$ cat config.mk
export PLATFORM = sky130hd
export DESIGN_NAME = inst_mem_loader_flat
export DESIGN_NICKNAME = d
export VERILOG_FILES = /design/src/rtl/processor_pkg.sv /design/src/rtl/inst_mem_loader_if.sv /design/src/rtl/inst_mem_loader_xor_checksum.sv /design/src/rtl/inst_mem_loader.sv /design/src/flat_wrapper.sv
export SDC_FILE = /design/constraint.sdc
export NUM_CORES = 1
export LEC_CHECK = 0
export BUFFER_PORTS_ARGS = -buffer_cell sky130_fd_sc_hd__buf_2
export CAP_MARGIN = 20
export CORE_ASPECT_RATIO = 1.1
export CORE_MARGIN = 2
export CORE_UTILIZATION = 62
export DETAILED_ROUTE_END_ITERATION = 6
export PLACE_DENSITY = 0.89
export SYNTH_ARGS = -nofsm -noshare
export SYNTH_HDL_FRONTEND = slang
export SYNTH_HIERARCHICAL = 1
export SYNTH_SLANG_ARGS = --single-unit
$ cat constraint.sdc
create_clock -name clk -period 3.6 [get_ports clk]
set_input_delay 0.36 -clock clk [delete_from_list [all_inputs] [get_ports clk]]
set_output_delay 0.36 -clock clk [all_outputs]
set_load 0.02 [all_outputs]
$ cat src/rtl/processor_pkg.sv
// Shared processor definitions: instruction/PC geometry used by fetch and
// the instruction-memory loader, plus the loader's FSM state encoding.
package processor_pkg;

  localparam int unsigned INSTR_WIDTH = 16;
  localparam logic [15:0] PC_INCR     = 16'd2;

  localparam logic [15:0] LOADER_BASE_ADDR_DEFAULT = 16'h0000;
  localparam int unsigned LOADER_MAX_WORDS_DEFAULT = 1024;

  typedef enum logic [2:0] {
    LD_IDLE    = 3'd0,
    LD_LEN_HI  = 3'd1,
    LD_LEN_LO  = 3'd2,
    LD_DATA_HI = 3'd3,
    LD_DATA_LO = 3'd4,
    LD_CHECK   = 3'd5,
    LD_DONE    = 3'd6,
    LD_ERR     = 3'd7
  } loader_state_e;

endpackage

$ cat src/rtl/inst_mem_loader_if.sv
// Byte-stream handshake plus instruction-memory write port of the loader.
// slave = the loader, master = stream source / memory side.
interface inst_mem_loader_if;
  import processor_pkg::*;

  logic                   byte_valid;
  logic [7:0]             byte_data;
  logic                   byte_ready;
  logic                   im_we;
  logic [15:0]            im_addr;
  logic [INSTR_WIDTH-1:0] im_wdata;

  modport master (
    output byte_valid, byte_data,
    input  byte_ready, im_we, im_addr, im_wdata
  );

  modport slave (
    input  byte_valid, byte_data,
    output byte_ready, im_we, im_addr, im_wdata
  );

endinterface

$ cat src/rtl/inst_mem_loader_xor_checksum.sv
// Running 8-bit XOR accumulator; clear has priority over enable.
module xor_checksum (
  input  logic       clk,
  input  logic       rst,
  input  logic       clr,
  input  logic       en,
  input  logic [7:0] din,
  output logic [7:0] sum
);

  always_ff @(posedge clk or negedge rst) begin
    if (!rst) begin
      sum <= 8'h00;
    end else if (clr) begin
      sum <= 8'h00;
    end else if (en) begin
      sum <= sum ^ din;
    end
  end

endmodule

$ cat src/rtl/inst_mem_loader.sv
// Loads a length-prefixed, XOR-checksummed byte stream into instruction
// memory as 16-bit words and holds the CPU until a load completes cleanly.
module inst_mem_loader
  import processor_pkg::*;
#(
  parameter logic [15:0] BASE_ADDR = LOADER_BASE_ADDR_DEFAULT,
  parameter int unsigned MAX_WORDS = LOADER_MAX_WORDS_DEFAULT
) (
  input  logic                    clk,
  input  logic                    rst,
  input  logic                    start,
  inst_mem_loader_if.slave        bus,
  output logic                    busy,
  output logic                    done,
  output logic                    err,
  output logic                    cpu_hold,
  output logic [15:0]             word_count
);

  loader_state_e state, state_nx;

  logic [7:0]  len_hi;
  logic [15:0] len;
  logic [7:0]  data_hi;
  logic [7:0]  chk_sum;
  logic        xfer;
  logic        start_load;
  logic [15:0] len_full;

  assign busy       = (state == LD_LEN_HI)  || (state == LD_LEN_LO) ||
                      (state == LD_DATA_HI) || (state == LD_DATA_LO) ||
                      (state == LD_CHECK);
  assign bus.byte_ready = busy;
  assign err        = (state == LD_ERR);
  assign cpu_hold   = (state != LD_DONE);

  assign xfer       = bus.byte_valid && busy;
  assign start_load = start && !busy;
  assign len_full   = {len_hi, bus.byte_data};

  xor_checksum u_chk (
    .clk (clk),
    .rst (rst),
    .clr (start_load),
    .en  (xfer && ((state == LD_DATA_HI) || (state == LD_DATA_LO))),
    .din (bus.byte_data),
    .sum (chk_sum)
  );

  always_comb begin
    // NOTE: next state defaults to the current one so no path leaves it unassigned (no latch).
    state_nx = state;
    unique case (state)
      LD_IDLE, LD_DONE, LD_ERR: if (start) state_nx = LD_LEN_HI;
      LD_LEN_HI:  if (xfer) state_nx = LD_LEN_LO;
      LD_LEN_LO: begin
        if (xfer) begin
          if (len_full == 16'd0)                  state_nx = LD_CHECK;
          else if (32'(len_full) > MAX_WORDS)     state_nx = LD_ERR;
          else                                    state_nx = LD_DATA_HI;
        end
      end
      LD_DATA_HI: if (xfer) state_nx = LD_DATA_LO;
      LD_DATA_LO: begin
        if (xfer) state_nx = (word_count + 16'd1 == len) ? LD_CHECK : LD_DATA_HI;
      end
      LD_CHECK: begin
        if (xfer) state_nx = (bus.byte_data == chk_sum) ? LD_DONE : LD_ERR;
      end
      default: state_nx = LD_IDLE;
    endcase
  end

  always_ff @(posedge clk or negedge rst) begin
    if (!rst) begin
      state        <= LD_IDLE;
      len_hi       <= 8'h00;
      len          <= 16'h0000;
      data_hi      <= 8'h00;
      word_count   <= 16'h0000;
      done         <= 1'b0;
      bus.im_we    <= 1'b0;
      bus.im_addr  <= BASE_ADDR;
      bus.im_wdata <= '0;
    end else begin
      // NOTE: non-blocking throughout so every register samples pre-edge values.
      state     <= state_nx;
      done      <= (state == LD_CHECK) && xfer && (bus.byte_data == chk_sum);
      bus.im_we <= 1'b0;

      // Address steps once the write cycle is over, so it is stable during im_we.
      if (bus.im_we) bus.im_addr <= bus.im_addr + PC_INCR;

      unique case (state)
        LD_LEN_HI:  if (xfer) len_hi <= bus.byte_data;
        LD_LEN_LO:  if (xfer) len    <= len_full;
        LD_DATA_HI: if (xfer) data_hi <= bus.byte_data;
        LD_DATA_LO: begin
          if (xfer) begin
            bus.im_we    <= 1'b1;
            bus.im_wdata <= {data_hi, bus.byte_data};
            word_count   <= word_count + 16'd1;
          end
        end
        default: ;
      endcase

      if (start_load) begin
        word_count  <= 16'h0000;
        bus.im_addr <= BASE_ADDR;
      end
    end
  end

endmodule

$ cat src/flat_wrapper.sv
// flat-port wrapper written by rule: the top's interface ports become plain ports
module inst_mem_loader_flat import processor_pkg::*;
#(
  parameter logic [15:0] BASE_ADDR = LOADER_BASE_ADDR_DEFAULT,
  parameter int unsigned MAX_WORDS = LOADER_MAX_WORDS_DEFAULT
)
  (clk, rst, start, busy, done, err, cpu_hold, word_count, bus_byte_valid, bus_byte_data, bus_byte_ready, bus_im_we, bus_im_addr, bus_im_wdata);
  inst_mem_loader_if bus_i ();
  input  logic clk;
  input  logic rst;
  input  logic start;
  output logic busy;
  output logic done;
  output logic err;
  output logic cpu_hold;
  output logic [15:0] word_count;
  input wire logic [$bits(bus_i.byte_valid)-1:0] bus_byte_valid;
  input wire logic [$bits(bus_i.byte_data)-1:0] bus_byte_data;
  output wire logic [$bits(bus_i.byte_ready)-1:0] bus_byte_ready;
  output wire logic [$bits(bus_i.im_we)-1:0] bus_im_we;
  output wire logic [$bits(bus_i.im_addr)-1:0] bus_im_addr;
  output wire logic [$bits(bus_i.im_wdata)-1:0] bus_im_wdata;
  assign bus_i.byte_valid = bus_byte_valid;
  assign bus_i.byte_data = bus_byte_data;
  assign bus_byte_ready = bus_i.byte_ready;
  assign bus_im_we = bus_i.im_we;
  assign bus_im_addr = bus_i.im_addr;
  assign bus_im_wdata = bus_i.im_wdata;
  inst_mem_loader #(.BASE_ADDR(BASE_ADDR), .MAX_WORDS(MAX_WORDS)) u_core (.clk(clk), .rst(rst), .start(start), .bus(bus_i), .busy(busy), .done(done), .err(err), .cpu_hold(cpu_hold), .word_count(word_count));
endmodule
## Word level (Yosys, flattened, before mapping)

Cells that the tools add are included.

- Add/subtract/negate cells: 2
- Equal/unequal tests: 16
- Bitwise gates (word level): 1
- Order comparisons: 1
- Muxes and demuxes: 20
- Reduce and logical (&&, ||, !) cells: 24

Operators by type and width:

| kind | count |
|---|---|
| two-way mux 16 bit | 5 |
| two-way mux 3 bit | 9 |
| one-hot mux 3 bit (6 select lines) | 1 |
| adder 16 x 1 -> 16 bit, second input constant | 1 |
| adder 16 x 2 -> 16 bit, second input constant | 1 |
| equality test 16 bit | 1 |
| > comparator 16 x 11 -> 1 bit, second input constant | 1 |
| zero test 16 bit | 1 |
| two-way mux 8 bit | 2 |
| equality test 3 bit, second input constant | 4 |
| inequality test 2 x 1 -> 1 bit, second input constant | 5 |
| AND reduction 2 bit | 5 |
| equality test 8 bit | 1 |
| nonzero test 2 bit | 4 |
| XOR 8 bit | 1 |
| equality test 3 x 2 -> 1 bit, second input constant | 2 |
| AND reduction 6 bit | 1 |
| logical AND 1 bit | 5 |
| logical OR 1 bit | 5 |
| equality test 3 x 1 -> 1 bit, second input constant | 1 |
| zero test 3 bit | 1 |
| two-way mux 1 bit | 3 |
| inequality test 3 bit, second input constant | 1 |
| OR reduction 3 bit | 1 |
| 2 further kinds | 2 |

- Register bits after elaboration: 93

## Depth between registers and ports, before layout

Gate-level depths: netlist (run 1).

- Depth after elaboration: 9
- Depth in mapped cells: 8
- Mapped depth without buffers: 7

## Cells and area by module

The synthesis (run 1) kept the hierarchy.

By module, submodules not included:

| module | sequential area each (um^2) | area each (um^2) | times used | cells each |
|---|---|---|---|---|
| inst_mem_loader | 2102.0 | 4224.1 | 1 | 413 |
| xor_checksum | 200.2 | 406.6 | 1 | 35 |

## Least setup slack after synthesis (run 1)

Ideal clock, no wire load.

- Kind: register to register
- Start: register u_core.word_count[0]
- End: register u_core.state[1]
- Cell stages (with the launch flop): 8
- Slack: 1459 ps
- Period minus slack after synthesis: 2141 ps
- Arrival time: 2023 ps
- Cell sequence: dfrtp_1 -> ha_1 -> nand3_2 -> a211o_1 -> a22o_1 -> nor4_1 -> nand4_1 -> a21bo_1

- Longest elaborated chain between the ends: 5

Ends and longest elaborated chain:

| what | RTL line | text |
|---|---|---|
| start, declared | inst_mem_loader.sv:17 | `output logic [15:0] word_count` |
| start signal, assigned | inst_mem_loader.sv:102 | `word_count <= word_count + 16'd1;` |
| adder 16 x 1 -> 16 bit | inst_mem_loader.sv:65 | `if (xfer) state_nx = (word_count + 16'd1 == len) ? LD_CHECK : LD_DATA_HI;` |
| equality test 16 bit | inst_mem_loader.sv:65 |  |
| two-way mux 3 bit (2 in series) | inst_mem_loader.sv:65 |  |
| one-hot mux 3 bit (6 select lines) | inst_mem_loader.sv:53 | `unique case (state)` |
| end signal, assigned | inst_mem_loader.sv:87 | `state <= state_nx;` |
| end, declared | inst_mem_loader.sv:20 | `loader_state_e state, state_nx;` |

Every way passes these cells. The select of a mux whose other input is x is not followed.
A chain may end at the register's enable or synchronous reset.

## Final worst setup path (run 1)

Ends and elaborated chain as after synthesis.

==> results of run 1 <==
[cells by family (layout without fill, tap and decap cells)]
logic type	count (synthesis)	count (layout)	synth area share, %
buffers and inverters	25	89	3.026
and+or+nand+nor	189	189	20.27
other	1	1	0.08098
muxes	33	33	7.998
DFF	92	92	49.72
AOI/OAI and AO/OA	49	49	7.593
xor gates and xnor gates	57	57	10.78
adders and majority gates	2	2	0.5403
[layer usage]
layer / part of all wire, % / track usage (%) / vias to the layer above
met5: 0 / 0 / -
met4: 2.8 / 12.11 / 0
met3: 4.6 / 3.409 / 22
met2: 50 / 42.18 / 116
met1: 43 / 32.08 / 1723
li1: - / - / 1646
[report_power, final]
part           switching (µW)  internal [µW]  total, µW  leakage (µW)
clock                     381            257        638     0.0000886
sequential                297           1370       1660       0.00119
combinational             674            585       1260       0.00118
total                    1350           2210       3560       0.00245
[state kept, by name (all words and copies together) (netlist names)]
name and cells:
u_core/bus.im_addr 15, u_core/bus.im_wdata 16, u_core/bus.im_we 1, u_core/data_hi 8
u_core/done 1, u_core/len 16, u_core/len_hi 8, u_core/state 3
u_core/u_chk/sum 8, u_core/word_count 16
[how the worst max path moves through the flow]
stage               slack, ps            startpoint  cells past startpoint               to
finish                   1120  u_core/word_count[0]                      7  u_core/state[1]
global route              970  u_core/word_count[0]                      7  u_core/state[1]
CTS                      1160  u_core/word_count[0]                      7  u_core/state[1]
detailed placement       1200  u_core/word_count[0]                      7  u_core/state[1]
global placement         1330  u_core/word_count[0]                      7  u_core/state[1]
floorplan                1460  u_core/word_count[0]                      7  u_core/state[1]
[repair_timing]
| item | 4_1_cts | 5_1_grt |
|---|---|---|
| setup endpoints to repair | 0 | 0 |
| setup buffers | 0 | 0 |
| hold endpoints to repair | 0 | 33 |
| hold buffers | 0 | 1 |
[per-stage QoR]
| step | util [%] | hold slack (ps) | setup slack (ps) |
|---|---|---|---|
| 2_1_floorplan | - | 64.41 | 1459 |
| 5_1_grt | 70.40 | 229.2 | 968.3 |
| 3_5_place_dp | 67.52 | 458.4 | 1198 |
| 4_1_cts | 69.88 | 212.5 | 1159 |
| 6_report | 70.40 | 226.4 | 1121 |
| 3_3_place_gp | 67.52 | 444.4 | 1333 |
[layout make-up]
class	count	area share (%)
Clock buffer	10	2.467
Clock inverter	6	0.8948
Inverter	4	0.2902
Multi-Input combinational cell	331	42.35
Sequential cell	92	44.50
Tap cell	87	2.104
Timing Repair Buffer	69	7.400
[placed cells by master, fill, tap and decap left out, types with 2 or more instances in the layout]
cell type and n:
nor3_1 6, nor4b_1 2, nor2_1 42, a21boi_0 2, nor2b_1 4, o31ai_1 2
xnor2_1 26, a21oi_1 16, inv_1 3, buf_2 63, xor2_1 31, dfrtp_1 92
nand3_2 2, nand4_1 8, a21bo_1 3, buf_4 4, nand2_1 75, clkbuf_8 9
o21ai_0 7, nand3_1 13, nor4_1 7, ha_1 2, and3_1 5, nand3b_1 10
a21bo_2 6, mux2_2 32, nor3_2 2, clkinv_2 2
==> metrics.md, run 1 <==
| Metric | Value |
|---|---|
| Main synth FF type | `dfrtp_1` |
| Crit. End Element | `flip-flop` |
| Most common cell in the netlist | `dfrtp_1` |
| CP Class | `reg -> reg` |
| Top cell type's share of synthesized area | `between 40% and 50%` |
| CP Max Fanout | `14` |
| Synth top cells by count | `dfrtp_1, nand2_1, nor2_1, mux2_2, xor2_1` |
| EDFF count, synth | `0` |
| Synth warn | `6` |
| Worst hold path class | `in -> reg` |
| H-tree Lvls | `3` |
| Clock Latency Late Sink | `approximately 370 ps` |
| R2R cell count | `7` |
| Fin. max-slew vios | `0` |
| Ports | `66` |
| Peak VDD IR | `about 0.56 mV` |
| Syn Nets | `between 400 and 500` |
| Crit path buffers/inverters | `0` |
| Worst path slowest cell | `dfrtp_1` |
| Port Buffers | `64` |
| Total number of vias | `around 3500` |
| Final std cells w/o fill | `between 500 and 600` |
| Placer Congestion | `about 0.84` |
| Fin crit period | `2479 ps` |
| Power Total | `about 3600 µW` |
| # resized after CTS | `0` |
| Rows | `33` |
| Critical Path AT | `2730 ps` |
| Die Height | `about 95 µm` |
| N_diodes | `0` |
| Unrepaired setup endpoints after global routing | `no` |
| Routed length per placed instance | `16.32 µm` |
| DRC viols | `0` |
| Storage cell area | `roughly 2300 µm²` |
| CTS tree | `done` |
| Placed cell areas | `a little under 5000 µm²` |
| Starting density of the core | `~63%` |
| Cell Area, Synth | `4631 µm²` |
| Die width | `86.40 µm` |
| Vias per std cell | `~6` |
| Crit-path cells | `ha_1 -> nand3_2 -> a211o_1 -> a22o_1 -> nor4_1 -> nand4_1 -> a21bo_1` |
| Placeable Area | `7350 µm²` |
| Setup violators final | `0` |
| Die ar. | `between 8000 and 9000 µm²` |
| Max incr delay on CP | `around 520 ps` |
| GRT Total Usage | `between 20% and 30%` |
| Leakage | `0.002454 µW` |
| Synth Instances | `448` |
| Asr flop ratio synth | `between 90% and 100%` |
| Max Clock Skew | `~10 ps` |
| Avg Cell Area, Syn | `10.34 µm²` |
| Synthesized flop and latch total | `92` |
| Vias in the first global route | `approximately 3400` |
| Clk slew on worst S/H paths | `100 ps` |
| P&R area growth vs syn | `11.73%` |
| Hpwl dp | `approximately 6.8 mm` |
| Worst R2R End | `u_core/state[1]` |
| First-pass GRT wire length | `roughly 16 mm` |
| Register area share after synthesis | `49.72%` |
| PwrDens | `between 600 and 700 nW/µm²` |
| Layout cell share with drive strength beyond 1 | `between 20% and 30%` |
| Multi-input logic area | `2191 µm²` |
| Hold worst-path end | `u_core/state[0]` |
| Setup_tns | `0 ps` |
| Total CTS buffers | `9` |
| HP Start | `bus_byte_valid` |
| Synth area leaders | `dfrtp_1, mux2_2, nand2_1` |
| Reg2Reg Launch Point | `u_core/word_count[0]` |
| Area leader, netlist | `dfrtp_1` |
| Routed wire length | `9.776 mm` |
| Nets@finish | `around 520` |
| Worst Tran Pin Value | `~630 ps` |
| F_max | `approximately 400 MHz` |
| Fin crit share | `~69%` |
| WHS Path Cells | `2` |
| 1st-pass router iterations | `5` |
| Top Family by Delay on Critical Path | `simple AND/OR/NAND/NOR gates` |
| Final Hold Fails | `0` |
| Longest Clk Path Bufs | `2` |
| Initial antenna violation count | `0` |
| Clock Tree Root | `clkbuf_8` |
| Yosys cell types | `58` |
| CP Data Required Time | `~3900 ps` |
| Startpoint Class | `flip-flop` |
| # clock sinks | `92` |
| Antenna violation net count after detailed routing | `0` |
| Outcome | `completed` |
| Placed insts | `around 580` |
| Relative slew slack | `57.95%` |
| Max-cap violations | `0` |
| R2R setup slack | `1120 ps` |
| Finished Cell Area | `5174 µm²` |
| Total gr overflow | `0` |
| Iteration-0 DRC Markers | `222` |
| Largest net degree at the start of global routing | `between 90 and 100` |
| Fill count | `550` |
Power figures use the tool's default switching activity.
==> run 2, diff against run 1 <==
--- a/config.mk
+++ b/config.mk
@@ -9,9 +9,9 @@
 export CAP_MARGIN = 20
 export CORE_ASPECT_RATIO = 1.1
 export CORE_MARGIN = 2
-export CORE_UTILIZATION = 62
+export CORE_UTILIZATION = 52
 export DETAILED_ROUTE_END_ITERATION = 6
-export PLACE_DENSITY = 0.89
+export PLACE_DENSITY = 0.8
 export SYNTH_ARGS = -nofsm -noshare
 export SYNTH_HDL_FRONTEND = slang
 export SYNTH_HIERARCHICAL = 1
==> constraint.sdc (replaced) <==
create_clock -name clk -period 2.1 [get_ports clk]
set_input_delay 0.21 -clock clk [delete_from_list [all_inputs] [get_ports clk]]
set_output_delay 0.21 -clock clk [all_outputs]
set_load 0.02 [all_outputs]
==> run 2 against run 1 <==
  * Setup slack got worse by 1000 ps
  * Routed wire length rose by 5.6%
  * Sequential power grew 67%
  * Die area grew 18%
  * Sequential share of layout area is 1.9 points lower
  * Highest routed layer unchanged
  * Utilization fell by 8.3 points
  * Critical path depth did not move
  * Final cell count grew 8.0%
  * Register-to-register slack worse by 1000 ps
  * Hold slack lost 120 ps
  * Power increased by 78%
  * Flip-flop and latch count unchanged
  * Critical endpoint unchanged
==> metrics.md, run 2 (synthesized netlist as in run 1, its figures left out) <==
| Metric | Value |
|---|---|
| Worst Tran Pin Value | `551.6 ps (-76.80 ps)` |
| Max Clock Skew | `13.21 ps (+2.797 ps)` |
| Vias in the first global route | `3394 (+1.3%)` |
| 1st-pass router iterations | `4 (-1)` |
| Clock Tree Root | `clkbuf_8` |
| Worst path slowest cell | `or3b_2` |
| Fin crit period | `2017 ps (-461.5 ps)` |
| Clk slew on worst S/H paths | `90 ps (about the same)` |
| Fin. max-slew vios | `0 (unchanged)` |
| Die width | `93.98 µm (+8.8%)` |
| Die Height | `103.0 µm (+8.8%)` |
| First-pass GRT wire length | `16.55 mm (+3.9%)` |
| CTS tree | `done` |
| Iteration-0 DRC Markers | `198 (-11%)` |
| Placed cell areas | `5187 µm² (+4.5%)` |
| Final WS setup | `82.95 ps (-1039 ps)` |
| Placer Congestion | `0.8846 (+5.4%)` |
| Port Buffers | `64 (unchanged)` |
| Crit path buffers/inverters | `0 (unchanged)` |
| Longest Clk Path Bufs | `2 (unchanged)` |
| Setup Buffers After CTS | `0 (unchanged)` |
| PwrDens | `1166 nW/µm² (+69%)` |
| Hpwl dp | `7.189 mm (+6.4%)` |
| Crit-path cells | `ha_2 -> nand3_4 -> nor4_2 -> or3b_2 -> a221oi_2 -> nand4_1 -> a21bo_1` |
| Antenna violation net count after detailed routing | `0 (unchanged)` |
| Initial antenna violation count | `0 (unchanged)` |
| Max-cap violations | `0 (unchanged)` |
| Max incr delay on CP | `450 ps (-70 ps)` |
| Rows | `36 (+9.1%)` |
| Peak VDD IR | `0.7696 mV (+37%)` |
| Layout cell share with drive strength beyond 1 | `31.14% (+4.2 points)` |
| Nets@finish | `542 (+4.0%)` |
| Total number of vias | `3573 (+1.9%)` |
| Power Total | `6328 µW (+78%)` |
| H-tree Lvls | `3 (unchanged)` |
| Placed insts | `630 (+8.4%)` |
| Pre-CTS WS | `53.99 ps (-1144 ps)` |
| Commonest non-fill, non-tap cell in the layout | `dfrtp_1` |
| Starting density of the core | `52.99% (-10 points)` |
| DRC viols | `0 (unchanged)` |
| Routed length per placed instance | `15.95 µm (-2.3%)` |
| Critical Path AT | `2270 ps (-460 ps)` |
| Setup violators final | `0 (unchanged)` |
| Relative slew slack | `62.89% (+4.9 points)` |
| N_diodes | `0 (unchanged)` |
| Finished Cell Area | `5425 µm² (+4.9%)` |
| Total gr overflow | `0 (unchanged)` |
| # clock sinks | `92 (unchanged)` |
| Startpoint Class | `flip-flop` |
| Total CTS buffers | `9 (unchanged)` |
| Top Family by Delay on Critical Path | `simple AND/OR/NAND/NOR gates` |
| Commonest non-fill, non-tap cells in the layout | `dfrtp_1, nand2_1, buf_2` |
| P&R area growth vs syn | `17.16%` |
| GRT Total Usage | `21.95% (-3.2 points)` |
| CP Class | `reg -> reg` |
| Regs by FF count | `u_core/bus.im_wdata (16), u_core/len (16), u_core/word_count (16)` |
| CP Data Required Time | `2360 ps (-1500 ps)` |
| Post-layout util | `62.08% (-8.3 points)` |
| Outcome | `completed` |
| Ports | `66 (unchanged)` |
| Crit. End Element | `flip-flop` |
| F_max | `495.8 MHz (+23%)` |
| Routed wire length | `10.32 mm (+5.6%)` |
| Clock Latency Late Sink | `360 ps (about the same)` |
| Placeable Area | `8738 µm² (+19%)` |
| CP Max Fanout | `6 (-8)` |
| Die ar. | `9677 µm² (+18%)` |
| Vias per std cell | `5.522 (-5.7%)` |
| Fin crit share | `96.05% (+27 points)` |
| Leakage | `0.002559 µW (+4.3%)` |
| Largest net degree at the start of global routing | `46 (-51%)` |
| Final std cells w/o fill | `647 (+8.0%)` |
| Final Hold Fails | `0 (unchanged)` |
| Worst hold path class | `in -> reg` |
[run 2: layer usage]
| metal | vias to the layer above | wire, µm | global-route usage (%) |
|---|---|---|---|
| met5 | - | 0 | 0 |
| met4 | 0 | 150 | 7.692 |
| met3 | 11 | 412 | 3.582 |
| met1 | 1776 | 4634 | 28.97 |
| li1 | 1691 | - | - |
| met2 | 95 | 5121 | 37.03 |
[run 2: report_power, final]
| group | internal, µW | switching [µW] |
|---|---|---|
| logic | 1090 | 1250 |
| clock network | 593 | 627 |
| registers | 2350 | 423 |
[run 2: final cells by class]
class	count	area [µm²]
clock buffer	12	145.1
sequential	92	2308
fill	733	3313
tap	114	142.6
timing repair buffer	90	545.5
clock inverter	4	56.30
multi-input combinational	331	2212
inverter	4	15.01
[run 2: path summary, 6_finish.rpt]
check	start	to	slack, ps	cells past startpoint
min in group asynchronous	rst	u_core/bus.im_wdata[11]	340	2
max reg2reg	u_core/word_count[0]	u_core/state[1]	80	7
min reg2reg	u_core/data_hi[2]	u_core/bus.im_wdata[10]	470	2
max	u_core/word_count[0]	u_core/state[1]	80	7
max in group asynchronous	rst	u_core/word_count[10]	1160	3
min	bus_byte_valid	u_core/state[0]	110	2
[run 2: what timing repair did]
action	in CTS	in global routing
hold endpoints to repair	33	0
setup endpoints to repair	0	2
gates resized for setup	0	8
hold buffers	1	0
[run 2: metrics by stage]
step                hold WS [ps]  setup TNS [ps]
global placement           179.5               0
finish                     108.3               0
floorplan                 -85.59               0
global route               129.6          -12.16
CTS                        86.77               0
detailed placement         192.0               0
==> run 3, diff against run 2 <==
--- a/config.mk
+++ b/config.mk
@@ -14,5 +14,4 @@
 export PLACE_DENSITY = 0.8
 export SYNTH_ARGS = -nofsm -noshare
 export SYNTH_HDL_FRONTEND = slang
-export SYNTH_HIERARCHICAL = 1
 export SYNTH_SLANG_ARGS = --single-unit
==> run 3 against run 2 <==
  * Register-to-register slack about the same
  * Area after synthesis decreased by 1.7%
  * Utilization increased by 0.49 points
  * Routed wire length decreased by 0.33%
  * Sequential share of layout area increased by 1.0 points
  * Setup slack got worse by 2.1 ps
  * Flip-flop and latch count unchanged
  * Final cell count decreased by 0.62%
  * Highest routed layer unchanged
==> metrics.md, run 3 <==
| Metric | Value |
|---|---|
| Outcome | `completed` |
| Clock Tree Root | `clkbuf_8` |
| Relative slew slack | `56.00% (-6.9 points)` |
| Hpwl dp | `7.180 mm (-0.13%)` |
| F_max | `495.2 MHz (-0.11%)` |
| Total CTS buffers | `9 (unchanged)` |
| Max-cap violations | `0 (unchanged)` |
| CP Data Required Time | `2340 ps (-20 ps)` |
| EDFF count, synth | `0 (unchanged)` |
| Ports | `66 (unchanged)` |
| Final std cells w/o fill | `643 (-0.62%)` |
| Placed insts | `626 (-0.63%)` |
| Initial antenna violation count | `0 (unchanged)` |
| Worst Tran Pin Value | `659.3 ps (+107.6 ps)` |
| First-pass GRT wire length | `17.19 mm (+3.9%)` |
| Max Clock Skew | `7.469 ps (-5.738 ps)` |
| Peak VDD IR | `0.8285 mV (+7.6%)` |
| Avg Cell Area, Syn | `10.05 µm² (-2.8%)` |
| Placer Congestion | `0.8727 (-1.3%)` |
| 1st-pass router iterations | `4 (unchanged)` |
| # clock sinks | `92 (unchanged)` |
| Total gr overflow | `0 (unchanged)` |
| Die ar. | `9519 µm² (-1.6%)` |
| Vias per std cell | `5.510 (-0.22%)` |
| Synth top cells by count | `dfrtp_1, nand2_1, nor2_1, xor2_1, mux2_2` |
| Clock Latency Late Sink | `360 ps (about the same)` |
| Antenna violation net count after detailed routing | `0 (unchanged)` |
| Register area share after synthesis | `50.58% (+0.86 points)` |
| Crit. End Element | `flip-flop` |
| Syn Nets | `467 (+1.1%)` |
| Worst hold path class | `in -> reg` |
| GRT Total Usage | `22.95% (+1.0 points)` |
| Starting density of the core | `53.86% (+0.86 points)` |
| Placeable Area | `8452 µm² (-3.3%)` |
| Routed length per placed instance | `16.00 µm (+0.29%)` |
| Synth Instances | `453 (+1.1%)` |
| Rows | `35 (-2.8%)` |
| Iteration-0 DRC Markers | `235 (+19%)` |
| Fin. max-slew vios | `0 (unchanged)` |
| Top cell type's share of synthesized area | `50.58% (+0.86 points)` |
| Synth area leaders | `dfrtp_1, mux2_2, nand2_1` |
| CP Max Fanout | `8 (+2)` |
| Longest Clk Path Bufs | `2 (unchanged)` |
| Largest net degree at the start of global routing | `34 (-26%)` |
| Nets@finish | `541 (-0.18%)` |
| Setup violators final | `0 (unchanged)` |
| Die Height | `102.1 µm (-0.83%)` |
| Vias in the first global route | `3490 (+2.8%)` |
| Leakage | `0.002538 µW (-0.84%)` |
| Routed wire length | `10.29 mm (-0.33%)` |
| Asr flop ratio synth | `100.0% (unchanged)` |
| Cell Area, Synth | `4552 µm² (-1.7%)` |
| H-tree Lvls | `3 (unchanged)` |
| Unrepaired setup endpoints after global routing | `yes` |
| Commonest non-fill, non-tap cells in the layout | `dfrtp_1, nand2_1, buf_2` |
| CP Class | `reg -> reg` |
| Regs by FF count | `u_core.bus.im_wdata (16), u_core.len (16), u_core.word_count (16)` |
| Startpoint Class | `flip-flop` |
| Final Hold Fails | `0 (unchanged)` |
| Critical Path AT | `2260 ps (about the same)` |
| Port Buffers | `64 (unchanged)` |
| Synthesized flop and latch total | `92 (unchanged)` |
| Setup Buffers After CTS | `0 (unchanged)` |
| Yosys cell types | `48 (-17%)` |
| Main synth FF type | `dfrtp_1` |
| Most common cell in the netlist | `dfrtp_1` |
| Synth warn | `0 (-6)` |
| Clk slew on worst S/H paths | `100 ps (about the same)` |
| Area leader, netlist | `dfrtp_1` |
| Die width | `93.21 µm (-0.82%)` |
| Hold_ws | `157.1 ps (+48.78 ps)` |
| Layout cell share with drive strength beyond 1 | `28.01% (-3.1 points)` |
| Total number of vias | `3543 (-0.84%)` |
| CTS tree | `done` |
| Fill count | `708 (-3.4%)` |
| Fin crit period | `2019 ps (+2.140 ps)` |
| Fin crit share | `96.15% (+0.10 points)` |
| Commonest non-fill, non-tap cell in the layout | `dfrtp_1` |
| P&R area growth vs syn | `16.19%` |
| DRC viols | `0 (unchanged)` |
| PwrDens | `1175 nW/µm² (+0.76%)` |
| N_diodes | `0 (unchanged)` |
run 3: kinds of logic (layout without fill, tap and decap cells):
family / count (synthesis) / count (layout) / synth area share (%)
and+or+nand+nor: 191 / 191 / 20.70
AOI/OAI and AO/OA: 52 / 52 / 6.542
buffers and inverters: 26 / 105 / 2.584
xor gates and xnor gates: 55 / 55 / 10.58
adders and majority gates: 2 / 2 / 0.5497
DFF: 92 / 92 / 50.58
other: 1 / 1 / 0.08238
muxes: 34 / 34 / 8.384
run 3: area by class of cell:
type,count,area [µm²],area share (%)
inverter,6,22.52,0.4258
tap,111,138.9,2.626
multi-input combinational,335,2165,40.93
clock buffer,9,123.9,2.342
sequential,92,2305,43.58
timing repair buffer,83,467.9,8.848
clock inverter,7,66.31,1.254
run 3: final timing paths:
path                                        startpoint  cells past startpoint                endpoint  slack, ps
worst max-delay path              u_core.word_count[4]                      6         u_core.state[2]         80
worst min-delay path                    bus_byte_valid                      2         u_core.state[0]        160
worst max register to register    u_core.word_count[4]                      6         u_core.state[2]         80
worst min register to register  u_core.bus.im_wdata[0]                      2  u_core.bus.im_wdata[0]        480
max in group asynchronous                          rst                      3     u_core.u_chk.sum[2]       1070
min in group asynchronous                          rst                      2           u_core.len[1]        330
run 3: per-stage QoR:
stage	area, µm²	power, µW	setup WS (ps)	utilization [%]	TNS [ps]
5_1_grt	5289	6596	-31.12	62.58	-40.65
6_report	5289	6216	80.81	62.58	0
3_5_place_dp	5054	5063	65.35	59.79	0
4_1_cts	5254	6229	31.46	62.16	0
2_1_floorplan	4552	4342	81.38	-	0
3_3_place_gp	5054	4956	83.20	59.79	0
run 3: routing by layer:
metal	vias up	GRT usage (%)	wire length (µm)	share of wire (%)
met3	17	3.614	434	4.2
met1	1736	31.54	4679	45
met2	98	36.57	5007	49
met5	-	0	0	0
li1	1692	-	-	-
met4	0	10.07	164	1.6
run 3: report_power, final:
part	leakage, µW	switching (µW)	internal [µW]	total, µW
registers	0.00118	427	2340	2770
clock network	0.0000918	695	462	1160
logic	0.00126	1270	1030	2290
run 3: timing repair:
| action | CTS | global route |
|---|---|---|
| resized for setup | 0 | 9 |
| hold buffers | 1 | 0 |
| endpoints found under the setup margin | 0 | 17 |
| hold endpoints to repair | 30 | 0 |
run 3: critical path: stages, from the launching register on:
cell and delay (ps):
dfrtp_1 500, nand3_2 290, nor4_4 450, nor3b_1 110, a31oi_1 290, nor3_4 90
a21o_1 180
